File: src/rtl/cp0_exc_unit_if.sv
// CP0 pipeline-side bundle: mfc0/mtc0 port, M-stage exception inputs,
// interrupt lines and the request/return-address outputs.
interface cp0_exc_unit_if;
    logic [4:0]  a1;
    logic [4:0]  a2;
    logic [31:0] din;
    logic        we;
    logic [31:0] m_pc;
    logic [4:0]  m_exc;
    logic        m_bd;
    logic [5:0]  hwint;
    logic        eret;
    logic [31:0] dout;
    logic        req;
    logic [31:0] epc_out;
    logic [31:0] handler_pc;

    modport master (
        output a1, a2, din, we,
        output m_pc, m_exc, m_bd,
        output hwint, eret,
        input  dout, req,
        input  epc_out, handler_pc
    );

    modport slave (
        input  a1, a2, din, we,
        input  m_pc, m_exc, m_bd,
        input  hwint, eret,
        output dout, req,
        output epc_out, handler_pc
    );
endinterface

File: src/rtl/cp0_exc_unit.sv
// Coprocessor 0 for the P7 pipeline: SR/Cause/EPC/PRId,
// exception and interrupt entry, eret, mfc0/mtc0.
module cp0_exc_unit #(
    parameter logic [31:0] HANDLER_PC = 32'h0000_4180,
    parameter logic [31:0] PRID_VAL   = 32'h2004_0707
) (
    input logic        clk,
    input logic        reset,
    cp0_exc_unit_if.slave bus
);
    logic [5:0]  im;
    logic        exl;
    logic        ie;
    logic        bd;
    logic [5:0]  ip;
    logic [4:0]  exc_code;
    logic [29:0] epc;

    logic        int_req;
    logic        exc_req;
    logic        req;
    logic [31:0] sr;
    logic [31:0] cause;
    logic [31:0] epc_full;
    logic [31:0] epc_sel;
    logic [31:0] rd_data;
    logic        unused_bits;

    assign sr       = {16'b0, im, 8'b0, exl, ie};
    assign cause    = {bd, 15'b0, ip, 3'b0, exc_code, 2'b0};
    assign epc_full = {epc, 2'b00};

    assign int_req = !exl && ie && |(bus.hwint & im);
    assign exc_req = !exl && (bus.m_exc != 5'd0);
    assign req     = !reset && (int_req || exc_req);

    // Delay-slot instructions restart at the branch
    assign epc_sel = bus.m_bd ? (bus.m_pc - 32'd4) : bus.m_pc;

    always_comb begin
        rd_data = 32'd0;
        unique case (bus.a1)
            5'd12:   rd_data = sr;
            5'd13:   rd_data = cause;
            5'd14:   rd_data = epc_full;
            5'd15:   rd_data = PRID_VAL;
            default: rd_data = 32'd0;
        endcase
    end

    assign bus.dout       = reset ? 32'd0 : rd_data;
    assign bus.req        = req;
    assign bus.epc_out    = epc_full;
    assign bus.handler_pc = HANDLER_PC;

    always_ff @(posedge clk or posedge reset) begin
        if (reset) begin
            im       <= '0;
            exl      <= 1'b0;
            ie       <= 1'b0;
            bd       <= 1'b0;
            ip       <= '0;
            exc_code <= '0;
            epc      <= '0;
        end else begin
            ip <= bus.hwint;
            if (req) begin
                exl      <= 1'b1;
                exc_code <= int_req ? 5'd0 : bus.m_exc;
                bd       <= bus.m_bd;
                epc      <= epc_sel[31:2];
            end else if (bus.eret) begin
                exl <= 1'b0;
            end else if (bus.we) begin
                unique case (1'b1)
                    bus.a2 == 5'd12: begin
                        im  <= bus.din[15:10];
                        exl <= bus.din[1];
                        ie  <= bus.din[0];
                    end
                    bus.a2 == 5'd14: epc <= bus.din[31:2];
                    default: ;
                endcase
            end
        end
    end

    assign unused_bits = ^{bus.din[9:2], epc_sel[1:0]};
endmodule

File: src/flat_wrapper.sv
// flat-port wrapper written by rule: the top's interface ports become plain ports
module cp0_exc_unit_flat 
#(
    parameter logic [31:0] HANDLER_PC = 32'h0000_4180,
    parameter logic [31:0] PRID_VAL   = 32'h2004_0707
)
  (clk, reset, bus_a1, bus_a2, bus_din, bus_we, bus_m_pc, bus_m_exc, bus_m_bd, bus_hwint, bus_eret, bus_dout, bus_req, bus_epc_out, bus_handler_pc);
  cp0_exc_unit_if bus_i ();
  input logic clk;
  input logic reset;
  input wire logic [$bits(bus_i.a1)-1:0] bus_a1;
  input wire logic [$bits(bus_i.a2)-1:0] bus_a2;
  input wire logic [$bits(bus_i.din)-1:0] bus_din;
  input wire logic [$bits(bus_i.we)-1:0] bus_we;
  input wire logic [$bits(bus_i.m_pc)-1:0] bus_m_pc;
  input wire logic [$bits(bus_i.m_exc)-1:0] bus_m_exc;
  input wire logic [$bits(bus_i.m_bd)-1:0] bus_m_bd;
  input wire logic [$bits(bus_i.hwint)-1:0] bus_hwint;
  input wire logic [$bits(bus_i.eret)-1:0] bus_eret;
  output wire logic [$bits(bus_i.dout)-1:0] bus_dout;
  output wire logic [$bits(bus_i.req)-1:0] bus_req;
  output wire logic [$bits(bus_i.epc_out)-1:0] bus_epc_out;
  output wire logic [$bits(bus_i.handler_pc)-1:0] bus_handler_pc;
  assign bus_i.a1 = bus_a1;
  assign bus_i.a2 = bus_a2;
  assign bus_i.din = bus_din;
  assign bus_i.we = bus_we;
  assign bus_i.m_pc = bus_m_pc;
  assign bus_i.m_exc = bus_m_exc;
  assign bus_i.m_bd = bus_m_bd;
  assign bus_i.hwint = bus_hwint;
  assign bus_i.eret = bus_eret;
  assign bus_dout = bus_i.dout;
  assign bus_req = bus_i.req;
  assign bus_epc_out = bus_i.epc_out;
  assign bus_handler_pc = bus_i.handler_pc;
  cp0_exc_unit #(.HANDLER_PC(HANDLER_PC), .PRID_VAL(PRID_VAL)) u_core (.clk(clk), .reset(reset), .bus(bus_i));
endmodule
File: config.mk
export PLATFORM = sky130hd
export DESIGN_NAME = cp0_exc_unit_flat
export DESIGN_NICKNAME = d
export VERILOG_FILES = /design/src/rtl/cp0_exc_unit_if.sv /design/src/rtl/cp0_exc_unit.sv /design/src/flat_wrapper.sv
export SDC_FILE = /design/constraint.sdc
export NUM_CORES = 1
export LEC_CHECK = 0
export ABC_AREA = 1
export CELL_PAD_IN_SITES_DETAIL_PLACEMENT = 2
export CELL_PAD_IN_SITES_GLOBAL_PLACEMENT = 2
export CORE_MARGIN = 3
export CORE_UTILIZATION = 21
export CTS_BUF_LIST = sky130_fd_sc_hd__clkbuf_4 sky130_fd_sc_hd__clkbuf_8
export DETAILED_ROUTE_END_ITERATION = 16
export PLACE_DENSITY_LB_ADDON = 0.1
export SYNTH_ARGS = -nofsm -noshare
export SYNTH_HDL_FRONTEND = slang
export SYNTH_SLANG_ARGS = --single-unit
export TNS_END_PERCENT = 1
File: constraint.sdc
create_clock -name clk -period 2.1 [get_ports clk]
set_clock_uncertainty 0.05 [all_clocks]
set_input_delay 0.42 -clock clk [delete_from_list [all_inputs] [get_ports clk]]
set_output_delay 0.42 -clock clk [all_outputs]
set_load 0.03 [all_outputs]
# Yosys cells after proc, flatten, opt, wreduce, memory -nomap -nowiden
# Index checks and enable logic that the tools add are counted.
# op_classes
eq_ne	7
add_sub_neg	1
reduce_logical	16
n_mux	12
bitwise_logic	3
# ops
op	count
case mux 32 bit (4 select lines)	1
2-to-1 mux 30 bit	4
2-to-1 mux 32 bit	2
subtractor 32 x 3 -> 32 bit (second input constant)	1
== test 5 x 4 -> 1 bit (second input constant)	6
bitwise AND 6 bit	1
nonzero test 3 bit	2
OR reduction 6 bit	1
2-to-1 mux 5 bit	1
nonzero test 5 bit	1
logical AND 1 bit	4
2-to-1 mux 1 bit	4
AND reduction 4 bit	1
nonzero test 2 bit	2
AND reduction 3 bit	1
logical NOT 1 bit	2
inequality test 2 x 1 -> 1 bit (second input constant)	1
inverter 1 bit	2
AND reduction 2 bit	1
logical OR 1 bit	1
# word_totals
out_inout_bits	97
reg_bits	50

# Longest topological paths before layout
# Gate-level depths: netlist (run 1).
# depth
ltp_word	7
ltp_mapped	12
mapped_depth_nobuf	11

# Least setup slack after synthesis (run 1)
# OpenSTA, ideal clock, no wires.
# synth_path
kind	input-to-output
startpoint	in reset
endpoint	out bus_dout[16]
path_buffers	0
slack_ns	-0.141
cell_stages	3
arrival_time_ns	1.771
cell_sequence	inv_2 -> nand3_1 -> nor2_1
# synth_via
elab_chain_cells	1
# synth_lines
item	line	text
start, declared	flat_wrapper.sv:10	input logic reset;
2-to-1 mux 32 bit	cp0_exc_unit.sv:51	assign bus.dout = reset ? 32'd0 : rd_data;
end, declared	flat_wrapper.sv:20	output wire logic [$bits(bus_i.dout)-1:0] bus_dout;
# Every way passes these cells.

# Final worst setup path (run 1)
# layout_path
startpoint	in bus_hwint[3]
endpoint	out bus_req
# layout_via
elab_chain_cells	5
# layout_lines
item	line	text
start, declared	flat_wrapper.sv:18	input wire logic [$bits(bus_i.hwint)-1:0] bus_hwint;
bitwise AND 6 bit	cp0_exc_unit.sv:33	assign int_req = !exl && ie && |(bus.hwint & im);
OR reduction 6 bit	cp0_exc_unit.sv:33	
logical AND 1 bit	cp0_exc_unit.sv:33	
logical OR 1 bit	cp0_exc_unit.sv:35	assign req = !reset && (int_req || exc_req);
logical AND 1 bit	cp0_exc_unit.sv:35	
end, declared	flat_wrapper.sv:21	output wire logic [$bits(bus_i.req)-1:0] bus_req;
# Every way passes these cells.

==> results of run 1 <==
cell families (layout without fill, tap and decap cells):
kind of cell,count (synthesis),count (layout)
flip-flops,50,50
AO/OA/AOI/OAI,54,54
AND/OR/NAND/NOR,415,415
adder cells (fa/ha/maj),1,1
buffers and inverters,123,303
XOR/XNOR,10,10
other,2,35
sequential cells by signal, summed over array words and instances, names as in the netlist:
| signal | count |
|---|---|
| u_core.exl | 1 |
| u_core.ip | 6 |
| u_core.epc | 30 |
| u_core.im | 6 |
| u_core.ie | 1 |
| u_core.exc_code | 5 |
| u_core.bd | 1 |
layout make-up:
cell class	instances	area, um^2	share of cell area
Antenna cell	1	2.50	0.000385
Clock buffer	5	68.8	0.0106
Clock inverter	3	68.8	0.0106
Inverter	71	277	0.0425
Multi-Input combinational cell	514	2370	0.364
Sequential cell	50	1250	0.192
Tap cell	229	287	0.0441
Timing Repair Buffer	224	2180	0.336
synthesized netlist by cell type, drive strengths merged:
master  count
nor3b       1
buf        49
clkbuf      3
nand3      36
or2         1
ha          1
xor2        8
nor2       88
nand3b      2
inv        71
dfrtp      50
nand4       9
o21ai      44
conb        2
xnor2       2
a21oi      10
nand2     275
nor3        3
metrics by stage:
stage	TNS, ps	cell area [um^2]	hold WS [ps]
6_report	0	6500	198
3_5_place_dp	-12790	6070	438
3_3_place_gp	-7910	6070	422
4_1_cts	0	6390	308
2_1_floorplan	0	4150	320
5_1_grt	-276	6500	196
timing repair:
item	in CTS	in global routing
hold buffers	0	0
cloned	2	0
pin swaps	8	7
gates resized for setup	42	27
setup buffers	5	2
setup endpoints to repair	33	32
report_power, final:
part	total, W	internal (W)	switching (W)
logic	0.00193	0.000782	0.00114
clock network	0.000836	0.000478	0.000358
registers	0.00144	0.00121	0.000230
final timing paths:
| path | cells past startpoint | from | to | slack [ps] |
|---|---|---|---|---|
| max in group asynchronous | 4 | reset | u_core.exl | 1140 |
| max reg2reg | 12 | u_core.im[4] | u_core.epc[10] | 290 |
| min | 1 | bus_hwint[0] | u_core.ip[0] | 200 |
| max | 8 | bus_hwint[3] | bus_req | 50 |
| min in group asynchronous | 3 | reset | u_core.im[0] | 470 |
| min reg2reg | 2 | u_core.exc_code[4] | u_core.exc_code[4] | 460 |
per-layer routing:
metal / vias up / GRT usage / part of all wire
li1: 2355 / - / -
met1: 2255 / 0.225 / 0.44
met2: 106 / 0.329 / 0.52
met3: 8 / 0.0179 / 0.038
met4: 0 / 0.0304 / 0.0083
met5: - / 0 / 0
==> summary.txt, run 1 <==
Run status
  – Outcome: finished clean

Yosys
  – Synth Area in Compound Gates: 0.0737
  – Flops & latches, synth: 50
  – Synth top area cells: dfrtp_1 31%, nand2_1 25%, nor2_1 7.7%
  – Post-synthesis adder-cell area fraction: 0.00311
  – Yosys Warn Count: 0
  – Largest family of logic cells by synthesized area: simple AND/OR/NAND/NOR gates
  – Synth Area in Simple Gates: 0.429
  – Seq/Total Area, Yosys: 0.311
  – Post-synthesis xor/xnor area fraction: 0.0218
  – Synth Area per Inst: 6.14 um^2
  – Top-area cell type share of the netlist area: 0.311
  – Cell taking the most area after synthesis: dfrtp_1
  – Mapped Area: 4020 um^2
  – Syn Inst Count: 655
  – Unique masters post-synth: 33
  – Multiplexer share of the synthesized area: 0

Critical path
  – WP buf/inv: 2
  – Worst EP required: 1630 ps
  – Critical Path, Cell by Cell: clkdlybuf4s50_1 -> nand2_1 -> nand2_1 -> nor2_2 -> nand2_2 -> nand2_4 -> a21oi_4 -> buf_6
  – Critical Path Slowest Stage Cell: clkdlybuf4s50_1
  – Crit end category: output pin
  – Slowest stage delay, CP: 490 ps
  – WS Path Type: in2out
  – CP arrival: 1580 ps
  – Critical Path Fanout Max: 3
  – Delay-heaviest family, CP: buffers and inverters
  – Top cell by count, worst path: nand2_1
  – Setup crit start kind: input port

Floorplanning
  – Num ports: 187
  – FP Rows: 49
  – Die Ht: 144 um
  – Die area: 20900 um^2
  – Core Footprint: 18400 um^2
  – Die width: 144 um
  – Initial Utilization: 0.219

Routing
  – WL/cell: 16.8 um
  – Vias per Instance: 4.31
  – Drt drc: 0
  – First-pass DRT Iterations: 4
  – Routed vias: 4724
  – Post-route ant nets: 0
  – WL final: 18400 um
  – Drt initial violations: 117

Global routing
  – GRT overflow: 0
  – Largest net degree at the start of global routing: 26
  – First-pass GRT wire length: 29000 um
  – Number of global-route vias before repair: 5266
  – Initial antenna violation count: 1
  – Gr usage total: 0.178

Power
  – PD cells: 646 nW/um^2
  – Leak pwr: 3.24 nW
  – Final Power: 0.00420 W
  – VDD IR max: 0.399 mV

Placement
  – Placer congestion estimate: 0.815
  – Port-buffer cells: 150
  – Cell count after placement: 1079
  – DP Wirelength: 15600 um
  – DP Worst Slack: -466 ps

Hold path
  – Worst hold-check path type: in2reg

Clock tree
  – Clock sinks: 50
  – Reg clk slew, reported paths: 100 ps
  – TritonCTS clock tree: done
  – Clock buffer count from CTS: 5
  – CTS root buffer: clkbuf_8
  – H-tree Lvls: 2
  – Worst-case clock buffer depth: 2
  – Later-pin clock latency in the skew report: 310 ps

STA
  – RSZ-0062 raised after global routing: true
  – Final Cycle Share: 0.977
  – Final setup viols: 0
  – Final hold vios: 0
  – Max Slew Vio Count: 0
  – Minimum clock period: 2050 ps
  – FMAX: 0.487 GHz
  – Fin worst setup slack: 48.4 ps

Layout
  – Fraction of layout instances using a drive strength above 1: 0.193
  – Area Overhead vs Synth: 61.6%
  – Fill count: 2214
  – Post-layout nets: 957
  – Final cell count without fillers: 1097
  – Post-route core utilization: 0.354
  – Most common cell after layout, fill and taps aside: nand2_1
  – Most frequent cells in the layout: 261 x nand2_1, 108 x clkdlybuf4s50_1, 84 x buf_4, 76 x nor2_1, 62 x inv_1

Flow run
  – MaxCap Viol Count: 0
Note: power is estimated with default switching activity, not from simulation.
==> inputs of run 2 (changes only) <==
--- a/config.mk
+++ b/config.mk
@@ -8,10 +8,12 @@
 export ABC_AREA = 1
 export CELL_PAD_IN_SITES_DETAIL_PLACEMENT = 2
 export CELL_PAD_IN_SITES_GLOBAL_PLACEMENT = 2
+export CORE_ASPECT_RATIO = 0.9
 export CORE_MARGIN = 3
 export CORE_UTILIZATION = 21
 export CTS_BUF_LIST = sky130_fd_sc_hd__clkbuf_4 sky130_fd_sc_hd__clkbuf_8
 export DETAILED_ROUTE_END_ITERATION = 16
+export HOLD_SLACK_MARGIN = 0.03
 export PLACE_DENSITY_LB_ADDON = 0.1
 export SYNTH_ARGS = -nofsm -noshare
 export SYNTH_HDL_FRONTEND = slang
==> run 2 against run 1 <==
Wire length is 2.9% higher. Sequential share of layout area is 0.22 points higher. Non-clock buffer count is 1 higher. Flip-flop and latch count stayed put. Final cell count is 1.5% higher. Die area hardly changed. Global-route usage is 0.15 points lower. Critical path depth is 7 lower. First-iteration DRC count is 30% higher.
==> summary.txt, run 2 (synthesis results as in run 1) <==
Power
  – VDD IR max: 0.294 mV (-26%)
  – Final Power: 0.00402 W (-4.2%)
  – PD cells: 626 nW/um^2 (-3.1%)
  – Leak pwr: 3.25 nW (+0.29%)

Routing
  – Drt initial violations: 152 (+30%)
  – WL final: 18900 um (+2.9%)
  – WL/cell: 17.0 um (+1.4%)
  – Drt drc: 0 (unchanged)
  – Vias per Instance: 4.36 (+1.2%)
  – Routed vias: 4850 (+2.7%)
  – Post-route ant nets: 0 (unchanged)
  – First-pass DRT Iterations: 4 (unchanged)

Layout
  – Fraction of layout instances using a drive strength above 1: 0.191 (-0.00137)
  – Biggest regs: u_core.epc: 30 flops, u_core.im: 6 flops, u_core.ip: 6 flops
  – Largest register FFs: 30 (unchanged)
  – Most common cell after layout, fill and taps aside: nand2_1
  – Top reg by flops: u_core.epc
  – Post-layout nets: 958 (+0.10%)
  – Diode count: 0 (-1)
  – Area Overhead vs Synth: 59.7%
  – Most frequent cells in the layout: 261 x nand2_1, 101 x clkdlybuf4s50_1, 88 x buf_4, 78 x nor2_1, 65 x inv_1

STA
  – Final hold vios: 0 (unchanged)
  – Max Slew Vio Count: 0 (unchanged)
  – RSZ-0062 raised after global routing: false
  – Final Cycle Share: 0.947 (-0.0301)
  – Final setup viols: 0 (unchanged)
  – Minimum clock period: 1990 ps (-63.1 ps)
  – FMAX: 0.503 GHz (+3.2%)
  – WHS: 306 ps (+108 ps)

Clock tree
  – CTS root buffer: clkbuf_8
  – Worst-case clock buffer depth: 2 (unchanged)
  – Clock sinks: 50 (unchanged)
  – TritonCTS clock tree: done
  – Reg clk slew, reported paths: 110 ps (about the same)
  – Clock buffer count from CTS: 5 (unchanged)
  – Later-pin clock latency in the skew report: 320 ps (about the same)
  – H-tree Lvls: 2 (unchanged)

Floorplanning
  – Num ports: 187 (unchanged)
  – Die width: 152 um (+5.2%)
  – Core Footprint: 18600 um^2 (+1.0%)
  – Initial Utilization: 0.217 (-0.00224)
  – Die area: 20900 um^2 (about the same)
  – FP Rows: 47 (-4.1%)
  – Die Ht: 137 um (-4.9%)

Global routing
  – Number of global-route vias before repair: 5400 (+2.5%)
  – Gr usage total: 0.176 (-0.00154)
  – GRT overflow: 0 (unchanged)
  – Initial antenna violation count: 1 (unchanged)
  – First-pass GRT wire length: 29400 um (+1.3%)
  – Largest net degree at the start of global routing: 25 (-3.8%)

Critical path
  – Slowest stage delay, CP: 730 ps (+240 ps)
  – WS Path Type: reg2out
  – Setup crit start kind: flip-flop
  – Critical Path Slowest Stage Cell: clkdlybuf4s50_1
  – CP arrival: 1520 ps (-60 ps)
  – Critical Path Fanout Max: 3 (unchanged)
  – WP buf/inv: 1 (-1)
  – Worst EP required: 1630 ps (about the same)
  – Delay-heaviest family, CP: buffers and inverters
  – Crit end category: output pin
  – Critical Path, Cell by Cell: clkdlybuf4s50_1

Run status
  – Outcome: finished clean

Hold path
  – Worst hold-check path type: in2reg

Placement
  – DP Wirelength: 15900 um (+2.1%)
  – Placer congestion estimate: 0.823 (+0.90%)
  – Port-buffer cells: 150 (unchanged)

Flow run
  – MaxCap Viol Count: 0 (unchanged)
run 2: worst paths after layout:
path	startpoint	endpoint	slack (ps)	cells past startpoint
worst max-delay path	u_core.epc[27]	bus_epc_out[29]	110	1
worst min-delay path	bus_hwint[5]	u_core.ip[5]	310	1
worst max register to register	u_core.im[1]	u_core.epc[28]	310	12
worst min register to register	u_core.exc_code[4]	u_core.exc_code[4]	460	2
max in group asynchronous	reset	u_core.epc[21]	1270	3
min in group asynchronous	reset	u_core.im[5]	360	3
run 2: report_power, final:
group	internal, W	switching, W	leakage [nW]
clock network	0.000235	0.000363	0.0441
registers	0.00121	0.000237	0.594
logic	0.000826	0.00115	2.62
run 2: cell type report:
| class | instances | area, um^2 |
|---|---|---|
| fillers | 2268 | 12200 |
| clock buffers | 5 | 68.8 |
| repair buffers | 225 | 2180 |
| flip-flops and latches | 50 | 1250 |
| inverters | 71 | 274 |
| clock inverters | 3 | 21.3 |
| well taps | 245 | 307 |
| multi-input cells | 514 | 2330 |
run 2: metrics by stage:
stage | std cells | area, um^2 | util | setup TNS [ps] | setup slack (ps)
2_1_floorplan | 687 | 4150 | - | 0 | 33.5
3_3_place_gp | 1095 | 6140 | 0.330 | -8390 | -314
3_5_place_dp | 1095 | 6140 | 0.330 | -12430 | -404
4_1_cts | 1111 | 6410 | 0.345 | -50.9 | -50.9
5_1_grt | 1113 | 6430 | 0.346 | 0 | 8.08
6_report | 1113 | 6430 | 0.346 | 0 | 112
run 2: routing by layer:
metal | GRT usage | up-vias | part of all wire
met5 | 0 | - | 0.00069
met1 | 0.229 | 2346 | 0.47
met4 | 0.0155 | 2 | 0.0051
met2 | 0.312 | 129 | 0.48
li1 | - | 2362 | -
met3 | 0.0396 | 11 | 0.048
run 2: timing repair:
| item | 4_1_cts | 5_1_grt |
|---|---|---|
| setup endpoints to repair | 33 | 34 |
| cloned | 2 | 0 |
| pin swaps | 8 | 10 |
| hold buffers | 0 | 0 |
| endpoints found under the hold margin | 0 | 0 |
| resized for setup | 42 | 17 |
| setup buffers | 6 | 2 |
==> inputs of run 3 (changes only) <==
--- a/config.mk
+++ b/config.mk
@@ -15,6 +15,7 @@
 export DETAILED_ROUTE_END_ITERATION = 16
 export HOLD_SLACK_MARGIN = 0.03
 export PLACE_DENSITY_LB_ADDON = 0.1
+export SLEW_MARGIN = 0
 export SYNTH_ARGS = -nofsm -noshare
 export SYNTH_HDL_FRONTEND = slang
 export SYNTH_SLANG_ARGS = --single-unit
==> constraint.sdc (replaced) <==
create_clock -name clk -period 1.85 [get_ports clk]
set_clock_uncertainty 0.05 [all_clocks]
set_input_delay 0.37 -clock clk [delete_from_list [all_inputs] [get_ports clk]]
set_output_delay 0.37 -clock clk [all_outputs]
set_load 0.03 [all_outputs]
==> run 3 against run 2 <==
The run now ends with negative setup slack left. Setup slack got worse by 150 ps. Global-route usage increased by 0.66 points. Combinational power increased by 15%. Largest cell class is now buffers. Highest routed layer is now met4. First-iteration DRC count increased by 20%. Utilization increased by 2.1 points. Final cell count increased by 2.7%.
==> summary.txt, run 3 (synthesis results as in run 1) <==
Global routing
  – First-pass GRT wire length: 30200 um (+2.9%)
  – Largest net degree at the start of global routing: 25 (unchanged)
  – Gr usage total: 0.183 (+0.00658)
  – Number of global-route vias before repair: 5370 (-0.56%)
  – GRT overflow: 0 (unchanged)
  – Initial antenna violation count: 0 (-1)

Placement
  – DP Wirelength: 16100 um (+1.4%)
  – Placer congestion estimate: 0.821 (-0.19%)
  – DP Worst Slack: -503 ps (-99.1 ps)
  – Port-buffer cells: 150 (unchanged)

Critical path
  – Reg2reg end: u_core.epc[15]
  – WP buf/inv: 1 (unchanged)
  – Delay-heaviest family, CP: flip-flops
  – Crit end category: output pin
  – Worst reg-to-reg path cell count: 11 (-1)
  – Critical Path, Cell by Cell: nand2_1 -> nand2_1 -> nor2_2 -> nand2_2 -> nand2_4 -> a21oi_4 -> buf_12
  – Critical Path Fanout Max: 3 (unchanged)
  – CP arrival: 1470 ps (-50 ps)
  – Setup crit start kind: flip-flop
  – Worst EP required: 1430 ps (-200 ps)
  – Slowest stage delay, CP: 410 ps (-320 ps)
  – FF-to-FF Start: u_core.im[3]
  – Critical Path Slowest Stage Cell: dfrtp_1
  – WS Path Type: reg2out
  – Top cell by count, worst path: nand2_1
  – R2R setup slack: 50 ps (-260 ps)

Power
  – Int Power: 0.00270 W (+19%)
  – Leak pwr: 3.58 nW (+9.9%)
  – Clock power frac: 0.176 (+0.027)
  – PD cells: 695 nW/um^2 (+11%)
  – Sequential power share: 0.345 (-0.014)
  – Logic pwr share: 0.479 (-0.013)
  – NetSw: 0.00203 W (+16%)
  – Net Sw Frac: 0.429 (-0.00703)
  – VDD IR max: 0.311 mV (+5.6%)
  – Final Power: 0.00474 W (+18%)

Run status
  – Failing checks: negative setup slack
  – Outcome: finished with violations

Floorplanning
  – Die width: 152 um (unchanged)
  – Die area: 20900 um^2 (unchanged)
  – Initial Utilization: 0.217 (unchanged)
  – Core Footprint: 18600 um^2 (unchanged)
  – FP Rows: 47 (unchanged)
  – Die Ht: 137 um (unchanged)
  – Num ports: 187 (unchanged)

Layout
  – Most frequent cells in the layout: 254 x nand2_1, 115 x buf_4, 72 x clkdlybuf4s50_1, 68 x nor2_1, 58 x inv_1
  – Largest register FFs: 30 (unchanged)
  – Top reg by flops: u_core.epc
  – Post-route core utilization: 0.367 (+0.0209)
  – Most common cell after layout, fill and taps aside: nand2_1
  – Diode count: 0 (unchanged)
  – Fraction of layout instances using a drive strength above 1: 0.249 (+0.0582)
  – Biggest regs: u_core.epc: 30 flops, u_core.im: 6 flops, u_core.ip: 6 flops
  – Area Overhead vs Synth: 69.4%
  – Post-layout nets: 988 (+3.1%)

Routing
  – WL final: 19800 um (+4.4%)
  – First-pass DRT Iterations: 4 (unchanged)
  – Drt drc: 0 (unchanged)
  – Drt initial violations: 183 (+20%)
  – Routed vias: 4921 (+1.5%)
  – Post-route ant nets: 0 (unchanged)
  – WL/cell: 17.3 um (+1.7%)
  – Vias per Instance: 4.31 (-1.2%)

Clock tree
  – Worst-case clock buffer depth: 2 (unchanged)
  – Later-pin clock latency in the skew report: 320 ps (about the same)
  – Clock sinks: 50 (unchanged)
  – CTS root buffer: clkbuf_8
  – Clock buffer count from CTS: 5 (unchanged)
  – Reg clk slew, reported paths: 110 ps (about the same)
  – CTS hold repair buffers: 0 (unchanged)
  – TritonCTS clock tree: done
  – H-tree Lvls: 2 (unchanged)

STA
  – Final setup viols: 1 (+1)
  – FMAX: 0.529 GHz
  – Fin worst setup slack: -41.3 ps (-153 ps)
  – RSZ-0062 raised after global routing: true
  – Final hold vios: 0 (unchanged)
  – Final Cycle Share: 1.02
  – Minimum clock period: 1890 ps
  – Max Slew Vio Count: 0 (unchanged)

Flow run
  – MaxCap Viol Count: 0 (unchanged)

Hold path
  – WHS Path Cells: 1 (unchanged)
  – Hold Crit Endpoint: u_core.ip[2]
  – Worst hold-check path type: in2reg
  – Min-delay src: bus_hwint[2]
-- run 3: cell count changes in the layout (fill, tap and decap cells not counted), sizes merged --
cell and delta:
bufinv +1, clkdlybuf4s50 -29, buf +33, dlygate4sd2 +16
dlymetal6s2s +13, clkbuf -2, clkinv -2
-- run 3: how the worst max path moves through the flow --
stage / to / start / slack (ps) / depth (start not counted)
5_1_grt: bus_req / u_core.im[3] / -150 / 7
3_3_place_gp: bus_dout[31] / bus_a1[0] / -440 / 9
4_1_cts: bus_dout[30] / bus_a1[3] / -90 / 10
6_report: bus_req / u_core.im[3] / -40 / 7
2_1_floorplan: bus_dout[2] / bus_a1[0] / -120 / 8
3_5_place_dp: bus_dout[2] / bus_a1[0] / -500 / 8
-- run 3: power groups by stage --
| stage | Sequential [W] | Combinational [W] | Clock, W |
|---|---|---|---|
| after floorplan | 0.00199 | 0.000794 | 0 |
| after global placement | 0.00165 | 0.00222 | 0 |
| after detailed placement | 0.00166 | 0.00227 | 0 |
| after CTS | 0.00164 | 0.00226 | 0.000855 |
| after global routing | 0.00168 | 0.00247 | 0.000905 |
| final | 0.00164 | 0.00227 | 0.000831 |
-- run 3: layout make-up --
type / instances / area, um^2
multi-input cells: 514 / 2430
clock buffers: 6 / 76.3
fillers: 2234 / 11800
clock inverters: 2 / 37.5
well taps: 245 / 307
repair buffers: 255 / 2440
inverters: 71 / 277
flip-flops and latches: 50 / 1250
-- run 3: what timing repair did --
action,4_1_cts,5_1_grt
cloned,2,0
pin swaps,21,15
endpoints found under the setup margin,55,74
resized for setup,81,62
setup buffers,7,8
-- run 3: routing by layer --
metal | part of all wire | track usage | vias up
li1 | - | - | 2425
met1 | 0.44 | 0.232 | 2355
met2 | 0.49 | 0.327 | 130
met3 | 0.055 | 0.0408 | 11
met4 | 0.0082 | 0.0245 | 0
met5 | 0 | 0 | -
-- run 3: per-stage QoR --
step | std cells | TNS (ps) | area [um^2] | hold WS [ps]
after floorplan | 687 | -699 | 4150 | 270
after global placement | 1119 | -21400 | 6300 | 419
after detailed placement | 1119 | -25090 | 6300 | 423
after CTS | 1136 | -1500 | 6620 | 259
after global routing | 1143 | -1280 | 6820 | 260
final | 1143 | -41.3 | 6820 | 255
-- run 3: worst reg2reg max path: cells and delay by family (launching register included) --
family | cells | cell delay, ps
buffers and inverters | 2 | 440
AO/OA/AOI/OAI | 2 | 320
AND/OR/NAND/NOR | 7 | 460
flip-flops | 1 | 410
